===== src/rtl/dmem_arbiter.sv =====
// -----------------------------------------------------------------------------
// dmem_arbiter
//
// Shares the single-ported data memory between the pipeline MEM stage (port P)
// and a debug/DMA loader (port D). At most one memory command is issued per
// cycle. Grants are combinational and arrive in the same cycle as the request.
// Read data has a latency of one cycle and is routed back to whichever port
// issued the read.
//
// Arbitration:
//   - P normally wins contention. D is forced through after it has been
//     refused WAIT_MAX cycles in a row.
//   - D may take exclusive ownership with d_lock. The lock ends when D drops
//     d_lock, or after LOCK_MAX cycles. In the first cycle after a lock runs out
//     (forced exit), P has priority and D may not lock again.
//
// Ports:
//   clk, reset            clock (posedge); asynchronous active-low reset
//   p_req/p_we/p_addr/p_wdata   MEM-stage request
//   p_gnt, p_rvalid, p_rdata    MEM-stage grant and read return
//   d_req/d_we/d_addr/d_wdata/d_lock   debug/DMA request, lock request
//   d_gnt, d_rvalid, d_rdata    debug/DMA grant and read return
//   mem_en/mem_we/mem_addr/mem_wdata   memory command
//   mem_rdata             memory read data, valid one cycle after a read
//   stall_MEM             P is requesting but was not granted
//   locked                arbiter is in the locked-burst state
// -----------------------------------------------------------------------------
module dmem_arbiter #(
    parameter int unsigned DBITS    = 32,
    parameter int unsigned WAIT_MAX = 4,
    parameter int unsigned LOCK_MAX = 8,
    parameter int unsigned CNT_BITS = 4
) (
    input  logic             clk,
    input  logic             reset,

    input  logic             p_req,
    input  logic             p_we,
    input  logic [DBITS-1:0] p_addr,
    input  logic [DBITS-1:0] p_wdata,
    output logic             p_gnt,
    output logic             p_rvalid,
    output logic [DBITS-1:0] p_rdata,

    input  logic             d_req,
    input  logic             d_we,
    input  logic [DBITS-1:0] d_addr,
    input  logic [DBITS-1:0] d_wdata,
    input  logic             d_lock,
    output logic             d_gnt,
    output logic             d_rvalid,
    output logic [DBITS-1:0] d_rdata,

    output logic             mem_en,
    output logic             mem_we,
    output logic [DBITS-1:0] mem_addr,
    output logic [DBITS-1:0] mem_wdata,
    input  logic [DBITS-1:0] mem_rdata,

    output logic             stall_MEM,
    output logic             locked
);

    typedef enum logic [0:0] {StArb, StLockD} state_e;
    typedef enum logic [1:0] {OwnNone, OwnP, OwnD} owner_e;

    localparam logic [CNT_BITS-1:0] WaitMax = CNT_BITS'(WAIT_MAX);
    localparam logic [CNT_BITS-1:0] LockMax = CNT_BITS'(LOCK_MAX);
    localparam logic [CNT_BITS-1:0] CntOne  = CNT_BITS'(1);

    state_e              state_q, state_d;
    logic [CNT_BITS-1:0] wait_cnt_q, wait_cnt_d;
    logic [CNT_BITS-1:0] lock_cnt_q, lock_cnt_d;
    // Set for exactly one ARB cycle after a lock ran out: P first, no re-lock.
    logic                p_prio_q, p_prio_d;
    owner_e              rd_owner_q, rd_owner_d;

    logic lock_enter;
    logic lock_full;
    logic lock_exit;

    // -------------------------------------------------------------------------
    // Grant decision (combinational, same cycle as the request)
    // -------------------------------------------------------------------------
    always_comb begin
        p_gnt = 1'b0;
        d_gnt = 1'b0;
        if (reset) begin
            unique case (state_q)
                StLockD: begin
                    d_gnt = d_req;
                end
                default: begin
                    if (p_req && d_req) begin
                        if ((wait_cnt_q == WaitMax) && !p_prio_q) begin
                            d_gnt = 1'b1;
                        end else begin
                            p_gnt = 1'b1;
                        end
                    end else begin
                        p_gnt = p_req;
                        d_gnt = d_req;
                    end
                end
            endcase
        end
    end

    // -------------------------------------------------------------------------
    // Memory command mux; idle fields are driven to zero
    // -------------------------------------------------------------------------
    always_comb begin
        mem_en    = p_gnt | d_gnt;
        mem_we    = 1'b0;
        mem_addr  = '0;
        mem_wdata = '0;
        if (d_gnt) begin
            mem_we    = d_we;
            mem_addr  = d_addr;
            mem_wdata = d_wdata;
        end else if (p_gnt) begin
            mem_we    = p_we;
            mem_addr  = p_addr;
            mem_wdata = p_wdata;
        end
    end

    assign stall_MEM = reset & p_req & ~p_gnt;

    // -------------------------------------------------------------------------
    // Next-state logic
    // -------------------------------------------------------------------------
    assign lock_enter = (state_q == StArb) && d_gnt && d_lock && !p_prio_q;
    assign lock_full  = (lock_cnt_q == LockMax);
    assign lock_exit  = (state_q == StLockD) && (!d_lock || lock_full);

    always_comb begin
        state_d    = state_q;
        lock_cnt_d = lock_cnt_q;
        p_prio_d   = 1'b0;

        unique case (state_q)
            StLockD: begin
                if (lock_exit) begin
                    state_d    = StArb;
                    lock_cnt_d = '0;
                    p_prio_d   = lock_full;
                end else begin
                    // Counts cycles in the burst, granted or not.
                    lock_cnt_d = lock_cnt_q + CntOne;
                end
            end
            default: begin
                if (lock_enter) begin
                    state_d    = StLockD;
                    lock_cnt_d = CntOne;
                end
            end
        endcase
    end

    always_comb begin
        if (lock_enter || !d_req || d_gnt) begin
            wait_cnt_d = '0;
        end else if (wait_cnt_q != WaitMax) begin
            wait_cnt_d = wait_cnt_q + CntOne;
        end else begin
            wait_cnt_d = wait_cnt_q;
        end
    end

    always_comb begin
        rd_owner_d = OwnNone;
        if (p_gnt && !p_we) begin
            rd_owner_d = OwnP;
        end else if (d_gnt && !d_we) begin
            rd_owner_d = OwnD;
        end
    end

    // -------------------------------------------------------------------------
    // State registers; an in-flight read is discarded by reset
    // -------------------------------------------------------------------------
    always_ff @(posedge clk or negedge reset) begin
        if (!reset) begin
            state_q    <= StArb;
            wait_cnt_q <= '0;
            lock_cnt_q <= '0;
            p_prio_q   <= 1'b0;
            rd_owner_q <= OwnNone;
        end else begin
            state_q    <= state_d;
            wait_cnt_q <= wait_cnt_d;
            lock_cnt_q <= lock_cnt_d;
            p_prio_q   <= p_prio_d;
            rd_owner_q <= rd_owner_d;
        end
    end

    // -------------------------------------------------------------------------
    // Registered status and read return
    // -------------------------------------------------------------------------
    assign locked   = (state_q == StLockD);
    assign p_rvalid = (rd_owner_q == OwnP);
    assign d_rvalid = (rd_owner_q == OwnD);
    assign p_rdata  = p_rvalid ? mem_rdata : '0;
    assign d_rdata  = d_rvalid ? mem_rdata : '0;

endmodule


===== config.mk =====
export PLATFORM = sky130hd
export DESIGN_NAME = dmem_arbiter
export DESIGN_NICKNAME = d
export VERILOG_FILES = /design/src/rtl/dmem_arbiter.sv
export SDC_FILE = /design/constraint.sdc
export NUM_CORES = 1
export LEC_CHECK = 0
export CORE_AREA = 2 2 117 119
export DETAILED_ROUTE_END_ITERATION = 6
export DIE_AREA = 0 0 119 121
export PLACE_DENSITY = 0.66
export SLEW_MARGIN = 20
export SYNTH_ARGS = -nofsm -noshare
export SYNTH_HDL_FRONTEND = slang
export SYNTH_SLANG_ARGS = --single-unit

===== constraint.sdc =====
create_clock -name clk -period 2.9 [get_ports clk]
set_input_delay 0.58 -clock clk [delete_from_list [all_inputs] [get_ports clk]]
set_output_delay 0.58 -clock clk [all_outputs]
set_load 0.005 [all_outputs]

==> results.yml <==
run_status:
  status: "finished, final reports clean"
clocking:
  root_buffer: "clkbuf_16"
  h-tree-depth: 1
  worstSkewPairLatency_ns: 0.24
  ctsHoldBuffers: 0
  clock-sinks: 12
  cts_tree: "done"
  clk_path_buf_depth: 2
  cts.clk_slew.worst_paths_ns: 0.04
  cts_inserted_buffers: 3
synthesis:
  synth.top_cells.by_count: "64 x a22o_1, 64 x and2_1, 12 x buf_2, 12 x dfrtp_1, 8 x inv_1"
  async_reset_ff_frac: 1.00
  yosysTopAreaCellShare: 0.316
  seq_area_frac_synth: 0.169
  synth_fa_ha_area_frac: 0.0282
  synth_area_um2: 1780
  yosys_warnings: 0
  synthTopCellsByArea: "a22o_1 32%, and2_1 23%, dfrtp_1 17%, buf_2 3.4%, ha_1 2.8%"
  synth_top_flop_cell: "dfrtp_1"
  muxShareOfSynthArea: 0.0113
  synth_top_family_by_area: "compound AO/OA/AOI/OAI gates"
  syn-mean-instance-area_um2: 8.07
  synth.distinct_cells: 31
  synth-simple-area-share: 0.309
  synth_compound_gate_area_share: 0.390
  synth-xor-area-share: 0.0148
  synth-edff-count: 0
  syn_nets: 391
  yosysTopAreaCell: "a22o_1"
  synth_cells: 220
  ys_seq_elements: 12
setup_path:
  r2r-start: "wait_cnt_q[0]"
  endpoint_kind: "output pin"
  worstPathMaxFanout: 7
  critPathRequiredTime_ns: 2.32
  worstSetupPathType: "reg2out"
  cp-start-kind: "register"
  cp.arrival_ns: 2.25
  crit_start: "wait_cnt_q[0]"
sta:
  hold_viol_final: 0
  drv_slew: 0
  worst_pin_slew_ns: 0.528
  setup_violations: 0
  layout_min_cycle_time_ns: 2.83
  slew_headroom: 0.647
  min_period_over_period: 0.977
  finalClockSkew_ns: 0.00191
  fmax_mhz: 353
die:
  fp.dieW_um: 119
  start_util: 0.136
  die_area_um2: 14400
  io_pins: 303
  core.rowCount: 42
  core-area_um2: 13100
  die_h_um: 121
routing:
  drtAntennaViolNets: 0
  viasPerCell: 4.28
  drt-total-wl_um: 13800
  vias: 3130
  drt_pre_antenna_iters: 6
  initialDrtViolationCount: 119
  drcViolationCount: 0
  wl_per_cell_um: 18.8
placement:
  place_congestion: 0.875
  numPortBuffers: 302
  dp_hpwl_um: 11300
min_path:
  min_path_type: "in2async"
final_layout:
  final_nets: 728
  n_fill_cell: 1292
  num_antenna_cells: 0
  layout-drive-gt1-share: 0.119
  fin_util: 0.422
  syn_to_final_growth_pct: 211
power:
  comb_power_share: 0.625
  p_leak_nw: 2.47
  sw_frac_of_total: 0.290
  pwr_density_cell_nw_per_um2: 239
  power_switching_w: 0.000383
  seqPwrFrac: 0.166
  ir_worst_vdd_mv: 0.167
  clock_power_share: 0.210
  total_power_w: 0.00132
  p_int_w: 0.000936
global_routing:
  grt_pass1_wl_um: 18900
  antenna_found_initial: 0
  grt_max_degree: 34
  first_global_vias: 3134
  grt_usage: 0.172
  grt-ovfl-total: 0
job:
  maxCapViolCount: 0
==> sequential cells by signal, indices dropped and copies added (netlist names) <==
signal / cells
rd_owner_q: 2
wait_cnt_q: 4
p_prio_q: 1
locked: 1
lock_cnt_q: 4
==> final timing paths <==
check,end,slack (ns),depth (start not counted)
worst max-delay path,mem_wdata[3],0.07,8
worst min-delay path,wait_cnt_q[1],0.44,2
worst max register to register,lock_cnt_q[0],0.98,7
worst min register to register,lock_cnt_q[3],0.58,2
max in group asynchronous,rd_owner_q[1],2.30,2
min in group clk,lock_cnt_q[3],0.58,2
==> critical path, stage by stage, from the launching register on <==
cell and delay, ns:
dfrtp_1 0.36, inv_2 0.05, ha_4 0.17, and4bb_2 0.26, a211oi_4 0.28, buf_12 0.17
buf_6 0.11, a22o_1 0.12, clkdlybuf4s50_1 0.49
==> power by group through the flow <==
stage,registers (W),clock network [W],logic (W)
final,0.000218,0.000277,0.000824
after global routing,0.000220,0.000290,0.000883
after CTS,0.000217,0.000283,0.000789
after detailed placement,0.000217,0,0.000796
after global placement,0.000215,0,0.000783
after floorplan,0.000214,0,0.000243
==> per-stage QoR <==
step / instance area (µm²) / hold WS, ns / worst slack (ns) / std cells / TNS, ns
floorplan: 1780 / 0.284 / 0.639 / 220 / 0
detailed placement: 5220 / 0.587 / -0.207 / 708 / -10.42
global placement: 5220 / 0.573 / -0.173 / 708 / -8.38
CTS: 5390 / 0.440 / -0.0595 / 720 / -0.0595
global route: 5520 / 0.453 / -0.00737 / 732 / -0.0110
finish: 5520 / 0.435 / 0.0678 / 732 / 0
==> what timing repair did <==
action,in CTS,in global routing
setup endpoints to repair,66,5
pin swaps,1,3
cloned,2,2
endpoints found under the hold margin,0,0
gates resized for setup,77,3
buffers inserted,6,11
==> metal layers <==
metal | global-route usage | part of all wire | up-vias
li1 | - | - | 1483
met3 | 0.0653 | 0.11 | 10
met5 | 0 | 0 | -
met1 | 0.183 | 0.36 | 1432
met2 | 0.326 | 0.52 | 205
met4 | 0.0305 | 0.012 | 0
==> cells in the final DEF, fill, tap and decap left out, drive strengths merged, types with 3 or more instances in the layout <==
master / netlist / final
a22o: 64 / 64
a211oi: 3 / 3
nor3: 4 / 4
dlygate4sd2: 0 / 64
o21ai: 3 / 3
buf: 14 / 47
clkdlybuf4s50: 0 / 236
nor2b: 6 / 6
nor2: 3 / 3
dfrtp: 12 / 12
inv: 9 / 9
xnor2: 3 / 3
clkbuf: 7 / 6
nand3: 4 / 4
and2: 64 / 64
ha: 4 / 4
==> cell type report <==
cell class                 instances  area [µm²]  area share
timing repair buffer             353        3490       0.632
clock buffer                       4        88.8      0.0161
tap                              176         220      0.0399
sequential                        12         300      0.0544
multi-input combinational        178        1390       0.251
inverter                           9        33.8     0.00612
==> cells by family (layout without fill, tap and decap cells) <==
| group | count (synthesis) | in the layout |
|---|---|---|
| adders and majority gates | 4 | 4 |
| and+or+nand+nor | 89 | 89 |
| buffers and inverters | 30 | 366 |
| AOI/OAI and AO/OA | 80 | 80 |
| xor gates and xnor gates | 3 | 3 |
| DFF | 12 | 12 |
| muxes | 2 | 2 |
(Power assumes the default switching activity.)
